$ cat config.mk
export PLATFORM = sky130hd
export DESIGN_NAME = lcd_timing_driver
export DESIGN_NICKNAME = d
export VERILOG_FILES = /design/src/rtl/lcd_timing_pkg.sv /design/src/rtl/lcd_tcnt.sv /design/src/rtl/lcd_timing_driver.sv
export SDC_FILE = /design/constraint.sdc
export NUM_CORES = 1
export LEC_CHECK = 0
export BUFFER_PORTS_ARGS = -buffer_cell sky130_fd_sc_hd__buf_2
export CELL_PAD_IN_SITES_DETAIL_PLACEMENT = 0
export CELL_PAD_IN_SITES_GLOBAL_PLACEMENT = 1
export CORE_MARGIN = 3
export CORE_UTILIZATION = 42
export CTS_BUF_LIST = sky130_fd_sc_hd__clkbuf_8
export DETAILED_ROUTE_END_ITERATION = 8
export GPL_ROUTABILITY_DRIVEN = 0
export PLACE_DENSITY = 0.91
export SKIP_CTS_REPAIR_TIMING = 1
export SYNTH_ARGS = -nofsm -noshare
export SYNTH_HDL_FRONTEND = slang
export SYNTH_SLANG_ARGS = --single-unit
$ cat constraint.sdc
create_clock -name lcd_clk -period 4.6 [get_ports lcd_clk]
set_clock_uncertainty 0.05 [all_clocks]
set_input_delay 0.92 -clock lcd_clk [delete_from_list [all_inputs] [get_ports lcd_clk]]
set_output_delay 0.92 -clock lcd_clk [all_outputs]
set_load 0.1 [all_outputs]
$ cat src/rtl/lcd_timing_pkg.sv
// Shared timing constants, widths and FSM state type for the LCD timing path.
package lcd_timing_pkg;

  localparam int unsigned COORD_W = 11;
  localparam int unsigned CNT_W   = 12;

  // 1280x720@60 (74.25 MHz pixel clock)
  localparam int unsigned HD_H_SYNC  = 40;
  localparam int unsigned HD_H_BACK  = 220;
  localparam int unsigned HD_H_DISP  = 1280;
  localparam int unsigned HD_H_FRONT = 110;
  localparam int unsigned HD_V_SYNC  = 5;
  localparam int unsigned HD_V_BACK  = 20;
  localparam int unsigned HD_V_DISP  = 720;
  localparam int unsigned HD_V_FRONT = 5;

  // 800x480 panel alternative
  localparam int unsigned WV_H_SYNC  = 128;
  localparam int unsigned WV_H_BACK  = 88;
  localparam int unsigned WV_H_DISP  = 800;
  localparam int unsigned WV_H_FRONT = 40;
  localparam int unsigned WV_V_SYNC  = 2;
  localparam int unsigned WV_V_BACK  = 33;
  localparam int unsigned WV_V_DISP  = 480;
  localparam int unsigned WV_V_FRONT = 10;

  typedef enum logic [1:0] {
    IDLE      = 2'd0,
    RUN       = 2'd1,
    STOP_PEND = 2'd2
  } lcd_state_t;

endpackage

$ cat src/rtl/lcd_tcnt.sv
// Wrapping up-counter 0..MAX with a carry-out asserted on the wrapping cycle.
module lcd_tcnt #(
  parameter int unsigned W   = 12,
  parameter int unsigned MAX = 1649
) (
  input  logic         clk,
  input  logic         clr,
  input  logic         en,
  output logic [W-1:0] cnt,
  output logic         wrap
);

  localparam logic [W-1:0] LAST = W'(MAX);

  assign wrap = en && (cnt == LAST);

  always_ff @(posedge clk) begin
    if (clr)
      cnt <= '0;
    else if (en)
      cnt <= wrap ? '0 : cnt + W'(1);
  end

endmodule

$ cat src/rtl/lcd_timing_driver.sv
// Video timing generator with frame-aligned start/stop and a one-cycle
// registered DE/HS/VS/RGB output stage.
module lcd_timing_driver
  import lcd_timing_pkg::*;
#(
  parameter int unsigned H_SYNC   = HD_H_SYNC,
  parameter int unsigned H_BACK   = HD_H_BACK,
  parameter int unsigned H_DISP   = HD_H_DISP,
  parameter int unsigned H_FRONT  = HD_H_FRONT,
  parameter int unsigned V_SYNC   = HD_V_SYNC,
  parameter int unsigned V_BACK   = HD_V_BACK,
  parameter int unsigned V_DISP   = HD_V_DISP,
  parameter int unsigned V_FRONT  = HD_V_FRONT,
  parameter logic        SYNC_POL = 1'b0
) (
  input  logic        lcd_clk,
  input  logic        sys_rst,
  input  logic        disp_en,
  input  logic [23:0] pixel_data,
  output logic [10:0] pixel_xpos,
  output logic [10:0] pixel_ypos,
  output logic        data_req,
  output logic        lcd_de,
  output logic        lcd_hs,
  output logic        lcd_vs,
  output logic [23:0] lcd_rgb,
  output logic        frame_start,
  output logic [1:0]  dbg_state
);

  localparam int unsigned H_TOTAL = H_SYNC + H_BACK + H_DISP + H_FRONT;
  localparam int unsigned V_TOTAL = V_SYNC + V_BACK + V_DISP + V_FRONT;

  localparam logic [CNT_W-1:0] H_SYNC_END = CNT_W'(H_SYNC);
  localparam logic [CNT_W-1:0] H_ACT_LO   = CNT_W'(H_SYNC + H_BACK);
  localparam logic [CNT_W-1:0] H_ACT_HI   = CNT_W'(H_SYNC + H_BACK + H_DISP);
  localparam logic [CNT_W-1:0] H_LAST     = CNT_W'(H_TOTAL - 1);
  localparam logic [CNT_W-1:0] V_SYNC_END = CNT_W'(V_SYNC);
  localparam logic [CNT_W-1:0] V_ACT_LO   = CNT_W'(V_SYNC + V_BACK);
  localparam logic [CNT_W-1:0] V_ACT_HI   = CNT_W'(V_SYNC + V_BACK + V_DISP);
  localparam logic [CNT_W-1:0] V_LAST     = CNT_W'(V_TOTAL - 1);

  lcd_state_t       state;
  logic             running;
  logic [CNT_W-1:0] h_cnt;
  logic [CNT_W-1:0] v_cnt;
  logic             h_wrap;
  logic             v_wrap;
  logic             hs_act;
  logic             vs_act;
  logic             h_act;
  logic             v_act;
  logic             frame_top;
  logic             frame_last;

  assign running = (state != IDLE);

  // Counters are cleared in IDLE so a restart always begins at (0,0).
  lcd_tcnt #(.W(CNT_W), .MAX(H_TOTAL - 1)) u_hcnt (
    .clk  (lcd_clk),
    .clr  (sys_rst || !running),
    .en   (running),
    .cnt  (h_cnt),
    .wrap (h_wrap)
  );

  lcd_tcnt #(.W(CNT_W), .MAX(V_TOTAL - 1)) u_vcnt (
    .clk  (lcd_clk),
    .clr  (sys_rst || !running),
    .en   (running && h_wrap),
    .cnt  (v_cnt),
    .wrap (v_wrap)
  );

  assign hs_act     = running && (h_cnt < H_SYNC_END);
  assign vs_act     = running && (v_cnt < V_SYNC_END);
  assign h_act      = (h_cnt >= H_ACT_LO) && (h_cnt < H_ACT_HI);
  assign v_act      = (v_cnt >= V_ACT_LO) && (v_cnt < V_ACT_HI);
  assign data_req   = running && h_act && v_act;
  assign frame_top  = running && (h_cnt == '0) && (v_cnt == '0);
  assign frame_last = (h_cnt == H_LAST) && (v_cnt == V_LAST);

  assign pixel_xpos = data_req ? COORD_W'(h_cnt - H_ACT_LO) : '0;
  assign pixel_ypos = data_req ? COORD_W'(v_cnt - V_ACT_LO) : '0;
  assign dbg_state  = state;

  // Stop is only honoured on the last pixel of a frame, never mid-frame.
  always_ff @(posedge lcd_clk) begin
    if (sys_rst) begin
      state       <= IDLE;
      lcd_de      <= 1'b0;
      lcd_rgb     <= '0;
      lcd_hs      <= ~SYNC_POL;
      lcd_vs      <= ~SYNC_POL;
      frame_start <= 1'b0;
    end else begin
      case (state)
        IDLE:      if (disp_en) state <= RUN;
        RUN:       if (!disp_en) state <= STOP_PEND;
        STOP_PEND: begin
          if (disp_en)
            state <= RUN;
          else if (frame_last)
            state <= IDLE;
        end
        default:   state <= IDLE;
      endcase
      lcd_de      <= data_req;
      lcd_rgb     <= data_req ? pixel_data : '0;
      lcd_hs      <= hs_act ? SYNC_POL : ~SYNC_POL;
      lcd_vs      <= vs_act ? SYNC_POL : ~SYNC_POL;
      frame_start <= frame_top;
    end
  end

endmodule

# Yosys cells after proc, flatten, opt, wreduce, memory -nomap -nowiden
# Index checks and enable logic that the tools add are counted.
[classes] n_addsub=4 bitwise=1 n_div=0 n_eq_ne=7 mul=0 n_shift=0 reduce_logical=20 n_lt_le_gt_ge=6 n_mux=11
[ops] cell="$add A12 B1 Y12 const B" count=2
[ops] cell="$logic_not A12 Y1" count=2
[ops] cell="$mux W12" count=2
[ops] cell="$mux W11" count=2
[ops] cell="$eq A12 B10 Y1 const B" count=1
[ops] cell="$eq A12 B11 Y1 const B" count=1
[ops] cell="$ge A12 B5 Y1 const B" count=1
[ops] cell="$ge A12 B9 Y1 const B" count=1
[ops] cell="$logic_and A1 B1 Y1" count=12
[ops] cell="$lt A12 B10 Y1 const B" count=1
[ops] cell="$lt A12 B11 Y1 const B" count=1
[ops] cell="$lt A12 B3 Y1 const B" count=1
[ops] cell="$lt A12 B6 Y1 const B" count=1
[ops] cell="$sub A11 B5 Y11 const B" count=1
[ops] cell="$sub A11 B9 Y11 const B" count=1
[ops] cell="$mux W2" count=4
[ops] cell="$pmux W2 S3" count=1
[ops] cell="$ne A2 B2 Y1 const B" count=2
[ops] cell="$ne A3 B3 Y1 const B" count=1
[ops] cell="$reduce_and A3 Y1" count=1
[ops] cell="$eq A2 B1 Y1 const B" count=1
[ops] cell="$eq A2 B2 Y1 const B" count=1
[ops] cell="$logic_not A2 Y1" count=1
[ops] cell="$mux W1" count=2
[ops] cell="5 further kinds" count=5
[word_totals] ff_bits=54 memories=0 elab_cells=57 ramBits=0 inputBits=27 latch_bits=0 output_inout_bits=53 mem_bits_ro=0

# Depth between registers and ports, before layout
# Gate-level depths: netlist of the first run.
[depth] depth_word=6 mapped_depth=9 depth_no_buf=7

# Cells and area by module
# From an unflattened synthesis of the first run, not the netlist that was laid out.
[unflattened] hier_cells=353 hier_area_um2=3183.1
[modules_own_cells] mod="lcd_timing_driver" n_inst=1 seq_area_each_um2=600.6 area_each_um2=1976.9 cells_each=217
[modules_own_cells] mod="lcd_tcnt (u_vcnt)" n_inst=1 seq_area_each_um2=240.2 area_each_um2=606.8 cells_each=67
[modules_own_cells] mod="lcd_tcnt (u_hcnt)" n_inst=1 seq_area_each_um2=240.2 area_each_um2=599.3 cells_each=69

# Worst setup path after synthesis of the first run
# OpenSTA, ideal clock, no wires.
[synth_timing] path_type="reg2out" startpoint="register state[1] (netlist: dbg_state[1])" endpoint="output port pixel_xpos[5]" stages_incl_launch_ff=7 arrival_ns=3.724 path_buffers=1 required_time_ns=3.630 path_slack_ns=-0.094 path_cell_list="dfxtp_1 -> nor2_1 -> nor4_1 -> nand3_1 -> or4_4 -> buf_2 -> a21oi_1"
[synth_between] elab_chain_cells=4
[synth_rtl] item="start: declaration" line_no="lcd_timing_driver.sv:43" rtl="lcd_state_t state;"
[synth_rtl] item="start signal: assignment" line_no="lcd_timing_driver.sv:90" rtl="state <= IDLE;"
[synth_rtl] item="start signal: assignment" line_no="lcd_timing_driver.sv:98" rtl="IDLE: if (disp_en) state <= RUN;"
[synth_rtl] item="start signal: assignment" line_no="lcd_timing_driver.sv:99" rtl="RUN: if (!disp_en) state <= STOP_PEND;"
[synth_rtl] item="$reduce_bool A2 Y1" line_no="lcd_timing_driver.sv:56" rtl="assign running = (state != IDLE);"
[synth_rtl] item="$logic_and A1 B1 Y1 (2 in a row)" line_no="lcd_timing_driver.sv:79" rtl="assign data_req = running && h_act && v_act;"
[synth_rtl] item="$mux W11" line_no="lcd_timing_driver.sv:83" rtl="assign pixel_xpos = data_req ? COORD_W'(h_cnt - H_ACT_LO) : '0;"
[synth_rtl] item="end: declaration" line_no="lcd_timing_driver.sv:20" rtl="output logic [10:0] pixel_xpos,"
# No other way between the ends.

# Worst setup path after layout of the first run
[layout_timing] startpoint="register u_hcnt.cnt[2]" endpoint="output port pixel_ypos[2]"
[layout_between] elab_chain_cells=5 elab_cells_between_ends=6 cone_classes="2 x order compare; 1 x mux; 3 x reduce/logical"
[layout_rtl] item="start: declaration" line_no="lcd_tcnt.sv:9" rtl="output logic [W-1:0] cnt,"
[layout_rtl] item="start signal: assignment" line_no="lcd_tcnt.sv:21" rtl="cnt <= wrap ? '0 : cnt + W'(1);"
[layout_rtl] item="$ge A12 B9 Y1 / $lt A12 B11 Y1 (equally long branches)" line_no="lcd_timing_driver.sv:77" rtl="assign h_act = (h_cnt >= H_ACT_LO) && (h_cnt < H_ACT_HI);"
[layout_rtl] item="$logic_and A1 B1 Y1 (*)" line_no="lcd_timing_driver.sv:77"
[layout_rtl] item="$logic_and A1 B1 Y1 (*) (2 in a row)" line_no="lcd_timing_driver.sv:79"
[layout_rtl] item="$mux W11 (*)" line_no="lcd_timing_driver.sv:84" rtl="assign pixel_ypos = data_req ? COORD_W'(v_cnt - V_ACT_LO) : '0;"
[layout_rtl] item="end: declaration" line_no="lcd_timing_driver.sv:21" rtl="output logic [10:0] pixel_ypos,"
# Every way passes the cells marked *; elsewhere a longest branch is shown, timed or not.

==> metrics.yaml, run 1 <==
setup_ws_ps: 556.2
ant_nets: 0
yosysWarnings: 0
drv_cap: 0
tightest_slew_ps: 603.4
coreArea_mm2: 0.006026
rsz0062_at_grt: "false"
synth.distinct_cells: 42
syn_to_final_growth_pct: 16.78
grtUsageTotal: 0.1635
io_buffers: 79
synth_compound_area_frac: 0.03913
setup_tns_ps: 0
arrival_ps: 3070
antenna_cells: 0
crit_type: "reg -> out"
end_kind: "output pin"
fin_area_mm2: 0.003099
grt_overflow: 0
layout_common_cells: "buf_2, nor2_1, dfxtp_1, nor3b_1, xnor2_1"
wirelength_um: 5963
ir_drop_mv: 0.1829
worstSetupStartpointType: "register"
synthMuxAreaShare: 0.004243
fin_cells: 445
synth_xor_area_frac: 0.1089
mostFrequentLayoutCell: "buf_2"
fin_hold_ws_ps: 446.1
rows: 28
syn_area_mm2: 0.002654
syn_area_per_cell_um2: 8.701
die_h_um: 85.49
yosys.area_share.adder: 0.05186
met3_usage: 0.04515
ys_seq_elements: 54
synthSimpleGateAreaFrac: 0.3263
fmax_mhz: 247.3
clkTransAtPathRegs_ps: 100
period_share: 0.8791
hold_viol_final: 0
status: "complete, no violations"
clock_latency_ps: 310
fp.dieW_um: 85.49
grt_most_used_layer: "met2"
cts_max_level: 2
drive_above_1_share: 0.2514
place_ws_ps: 865.8
grt_pass1_wl_um: 9860
relSlewSlack: 0.5940
utilization: 0.5143
synthCells: 305
nets: 408
power_density_mw_per_mm2: 252.0
dr_total_vias: 2277
dieArea_mm2: 0.007309
met2_usage: 0.2514
dpl_cell_area_mm2: 0.003015
p_total_mw: 0.7812
drc: 0
grt_max_degree: 49
dpl.cell_count: 438
finalSetupViolations: 0
initial_utilization: 0.4404
root_buffer: "clkbuf_8"
fillers: 607
detail_route.wl_per_cell_um: 13.40
synth_nets: 343
top_level_ports: 80
period_needed_ps: 4044
yosysSeqAreaShare: 0.4074
synth_top_family_by_area: "simple AND/OR/NAND/NOR gates"
numCtsBuffers: 5
viasPerCell: 5.117
hold_class: "reg -> reg"
dp_hpwl_um: 4437
numClockSinks: 54
required_ps: 3630
antenna_found_initial: 0
grt_pass1_vias: 2105
clock_tree.buffer_depth: 2
crit_fanout: 48
drv_slew: 0
use_met1: 0.2290
leakage_nw: 1.399
drtIter0Drc: 144
tritoncts: "done"
dr.pass1.iters: 4
## where the power goes
group / internal (mW) / switching [mW]
logic: 0.0157 / 0.0322
registers: 0.470 / 0.00244
clock network: 0.104 / 0.156
## metal layers
metal  vias to the layer above  part of all wire
met5                         -                 0
met4                         0            0.0089
met3                         4             0.084
met2                        91              0.43
met1                      1041              0.48
li1                       1141                 -
## Yosys cell counts, drive strengths merged
cell    count  area, µm²
and2        1      6.260
nand4       7      43.79
nor4bb      2      20.02
o22a        1      8.760
xnor2      19      166.4
a211oi      2      15.01
nand3      14      75.07
inv        10      37.54
a21oi       7      35.03
and4        2      20.02
a21o        1      7.510
o21ai       3      15.01
nor3        4      20.02
nor3b      26      195.2
ha         11      137.6
o21bai      1      7.510
and3       10      62.56
xor2       14      122.6
o211ai      1      7.510
o31ai       1      7.510
nor4        3      18.77
mux2        1      11.26
dfxtp      54       1081
or4         3      26.27
nand2      14      52.55
and4b       1      10.01
clkbuf      5      18.77
nand2b      3      18.77
and3b       1      8.760
or3         3      18.77
nor2b       1      6.260
buf        16      108.9
or2         2      12.51
nand3b      3      22.52
nor2       58      227.7
## registers in the layout (all words and copies together), names as in the netlist
signal       cells
u_hcnt.cnt      12
lcd_vs           1
lcd_rgb         24
lcd_hs           1
lcd_de           1
frame_start      1
dbg_state        2
u_vcnt.cnt      12
## cell type report
class | count | area, µm² | area share
multi-input cells | 220 | 1408 | 0.4542
clock inverters | 2 | 15.01 | 0.004845
clock buffers | 5 | 68.82 | 0.02220
repair buffers | 79 | 395.4 | 0.1276
flip-flops and latches | 54 | 1081 | 0.3488
well taps | 75 | 93.84 | 0.03028
inverters | 10 | 37.54 | 0.01211
## final timing paths
path	start	end	slack, ps	cells after the start
max	u_hcnt.cnt[2]$_SDFFE_PP0N_	pixel_ypos[2]	560	7
min	u_hcnt.cnt[0]$_SDFFE_PP0N_	u_hcnt.cnt[0]$_SDFFE_PP0N_	450	1
max reg2reg	u_hcnt.cnt[2]$_SDFFE_PP0N_	lcd_rgb[15]$_SDFF_PP0_	2080	6
min reg2reg	u_hcnt.cnt[0]$_SDFFE_PP0N_	u_hcnt.cnt[0]$_SDFFE_PP0N_	450	1
## kinds of logic (layout without fill, tap and decap cells)
| kind of cell | after synthesis | count (layout) |
|---|---|---|
| multiplexers | 1 | 1 |
| AO/OA/AOI/OAI | 17 | 17 |
| buffers and inverters | 31 | 96 |
| adder cells (fa/ha/maj) | 11 | 11 |
| AND/OR/NAND/NOR | 158 | 158 |
| XOR/XNOR | 33 | 33 |
| flip-flops | 54 | 54 |
## worst max-delay path, cell delays in order (launching register included)
cell     delay, ps
dfxtp_1        490
inv_1          110
ha_1           270
nand3_2        110
mux2_1         330
or4_4          730
a21oi_1        270
buf_2          460
Power figures use the tool's default switching activity.
==> run 2: changes to the inputs <==
--- a/config.mk
+++ b/config.mk
@@ -5,15 +5,15 @@
 export SDC_FILE = /design/constraint.sdc
 export NUM_CORES = 1
 export LEC_CHECK = 0
-export BUFFER_PORTS_ARGS = -buffer_cell sky130_fd_sc_hd__buf_2
 export CELL_PAD_IN_SITES_DETAIL_PLACEMENT = 0
 export CELL_PAD_IN_SITES_GLOBAL_PLACEMENT = 1
 export CORE_MARGIN = 3
-export CORE_UTILIZATION = 42
+export CORE_UTILIZATION = 52
 export CTS_BUF_LIST = sky130_fd_sc_hd__clkbuf_8
 export DETAILED_ROUTE_END_ITERATION = 8
+export DONT_BUFFER_PORTS = 1
 export GPL_ROUTABILITY_DRIVEN = 0
-export PLACE_DENSITY = 0.91
+export PLACE_DENSITY = 0.9
 export SKIP_CTS_REPAIR_TIMING = 1
 export SYNTH_ARGS = -nofsm -noshare
 export SYNTH_HDL_FRONTEND = slang
==> metrics.yaml, run 2 (same netlist as run 1, synthesis figures left out) <==
regArea_mm2: 0.001081  # unchanged
detail_route.wl_per_cell_um: 15.58  # +16%
whs_endpoint: "u_hcnt.cnt[0]$_SDFFE_PP0N_"
power_density_mw_per_mm2: 279.7  # +11%
arrival_ps: 3070  # about the same
relSlewSlack: 0.3588  # -0.2353
dr_total_vias: 2115  # -7.1%
period_needed_ps: 4037  # -6.566 ps
nets: 354  # -13%
fillers: 470  # -23%
finalSetupViolations: 0  # unchanged
status: "complete, no violations"
crit_fanout: 48  # unchanged
grtUsageTotal: 0.1995  # +0.03599
grt_max_degree: 49  # unchanged
antenna_found_initial: 0  # unchanged
top_level_ports: 80  # unchanged
clkTransAtPathRegs_ps: 100  # about the same
viasPerCell: 5.508  # +7.6%
top_regs: "lcd_rgb: 24 flops, u_hcnt.cnt: 12 flops, u_vcnt.cnt: 12 flops"
reg2regPathDepth: 6  # unchanged
wirelength_um: 5984  # +0.35%
multi_input_area_mm2: 0.001466  # +4.2%
io_buffers: 0  # -100%
initial_utilization: 0.5509  # +0.1105
grt_overflow: 0  # unchanged
end_kind: "output pin"
drive_above_1_share: 0.1956  # -0.05577
largest_reg_flops: 24  # unchanged
grt_pass1_vias: 1918  # -8.9%
tightest_slew_ps: 960.6  # +357.2 ps
dieArea_mm2: 0.005997  # -18%
p_total_mw: 0.8316  # +6.5%
worstSetupStartpointType: "register"
period_share: 0.8777  # -0.001427
path_cells: "inv_1, ha_1, nand3_2, mux2_1, or4_4, a21oi_2, buf_4"
slowest_stage: "or4_4"
drv_slew: 0  # unchanged
rows: 25  # -11%
cts_max_level: 2  # unchanged
leakage_nw: 1.155  # -17%
cpPeakStageDelay_ps: 790  # +60 ps
die_h_um: 77.44  # -9.4%
antenna_cells: 0  # unchanged
drc: 0  # unchanged
clock_tree.buffer_depth: 2  # unchanged
numClockSinks: 54  # unchanged
hold_start: "u_hcnt.cnt[0]$_SDFFE_PP0N_"
grt_pass1_wl_um: 9673  # -1.9%
r2r_end: "lcd_rgb[14]$_SDFF_PP0_"
ant_nets: 0  # unchanged
syn_to_final_growth_pct: 12.02
fp.dieW_um: 77.44  # -9.4%
mostFrequentLayoutCell: "dfxtp_1"
rsz0062_at_grt: "false"
top_register: "lcd_rgb"
required_ps: 3630  # about the same
layout_common_cells: "dfxtp_1, nor2_1, nor3b_1, buf_4, nor2_2"
fin_hold_ws_ps: 464.3  # +18.19 ps
tritoncts: "done"
drtIter0Drc: 192  # +33%
setup_tns_ps: 0  # unchanged
ir_drop_mv: 0.1284  # -30%
rrSetupSlack_ps: 1950  # -130 ps
clock_latency_ps: 300  # about the same
crit_type: "reg -> out"
r2r_start: "u_hcnt.cnt[2]$_SDFFE_PP0N_"
dp_hpwl_um: 4307  # -2.9%
fmax_mhz: 247.7  # +0.16%
hold_viol_final: 0  # unchanged
drv_cap: 0  # unchanged
numCtsBuffers: 5  # unchanged
min_path_cells: 1  # unchanged
dr.pass1.iters: 4  # unchanged
root_buffer: "clkbuf_8"
hold_class: "reg -> reg"
coreArea_mm2: 0.004817  # -20%
==> run 2: cell count changes in the layout (fill, tap and decap cells not counted), sizes merged <==
cell	previous run	this run
clkinv	0	1
bufinv	0	1
inv	10	11
clkinvlp	2	0
buf	79	25
==> run 2: metal layers <==
layer,track usage,routed length (µm),part of all wire,vias to the layer above
li1,-,-,-,1037
met4,0.04448,68,0.011,0
met1,0.2748,2718,0.45,970
met5,0,0,0,-
met3,0.05220,511,0.085,10
met2,0.3135,2685,0.45,98
==> run 2: worst max-delay path by stage <==
stage                          endpoint  cells after the start  slack (ps)                  startpoint
after floorplan           pixel_xpos[5]                      6         -90   dbg_state[1]$_SDFFE_PP0P_
after global placement    pixel_ypos[2]                      7         940  u_hcnt.cnt[2]$_SDFFE_PP0N_
after detailed placement  pixel_ypos[2]                      7         940  u_hcnt.cnt[2]$_SDFFE_PP0N_
after CTS                 pixel_ypos[2]                      7         570  u_hcnt.cnt[2]$_SDFFE_PP0N_
after global routing      pixel_ypos[2]                      7         430  u_hcnt.cnt[2]$_SDFFE_PP0N_
final                     pixel_ypos[2]                      7         560  u_hcnt.cnt[2]$_SDFFE_PP0N_
==> run 2: layout make-up <==
type / instances / area share
Multi-Input combinational cell: 220 / 0.4933
Sequential cell: 54 / 0.3636
Timing Repair Buffer: 25 / 0.06313
Tap cell: 67 / 0.02820
Clock buffer: 5 / 0.02315
Clock inverter: 3 / 0.01599
Inverter: 10 / 0.01263
==> run 2: metrics by stage <==
step | cells | instance area, µm² | util | worst slack [ps]
final | 384 | 2973 | 0.6171 | 562.7
after global routing | 384 | 2973 | 0.6171 | 431.4
after floorplan | 305 | 2654 | - | -94.06
after detailed placement | 376 | 2856 | 0.5930 | 938.1
after global placement | 376 | 2856 | 0.5930 | 938.9
after CTS | 384 | 2973 | 0.6171 | 568.1
==> run 2: where the power goes <==
group / leakage [nW] / switching [mW] / internal [mW] / total [mW]
Clock: 0.0587 / 0.160 / 0.165 / 0.325
Combinational: 0.661 / 0.0160 / 0.00782 / 0.0238
Sequential: 0.436 / 0.0128 / 0.470 / 0.483
==> run 2: critical path, delay by kind of cell, from the launching register on <==
family | cells | cell delay [ps]
adder cells (fa/ha/maj) | 1 | 280
AND/OR/NAND/NOR | 2 | 900
AO/OA/AOI/OAI | 1 | 220
multiplexers | 1 | 340
buffers and inverters | 2 | 450
flip-flops | 1 | 550
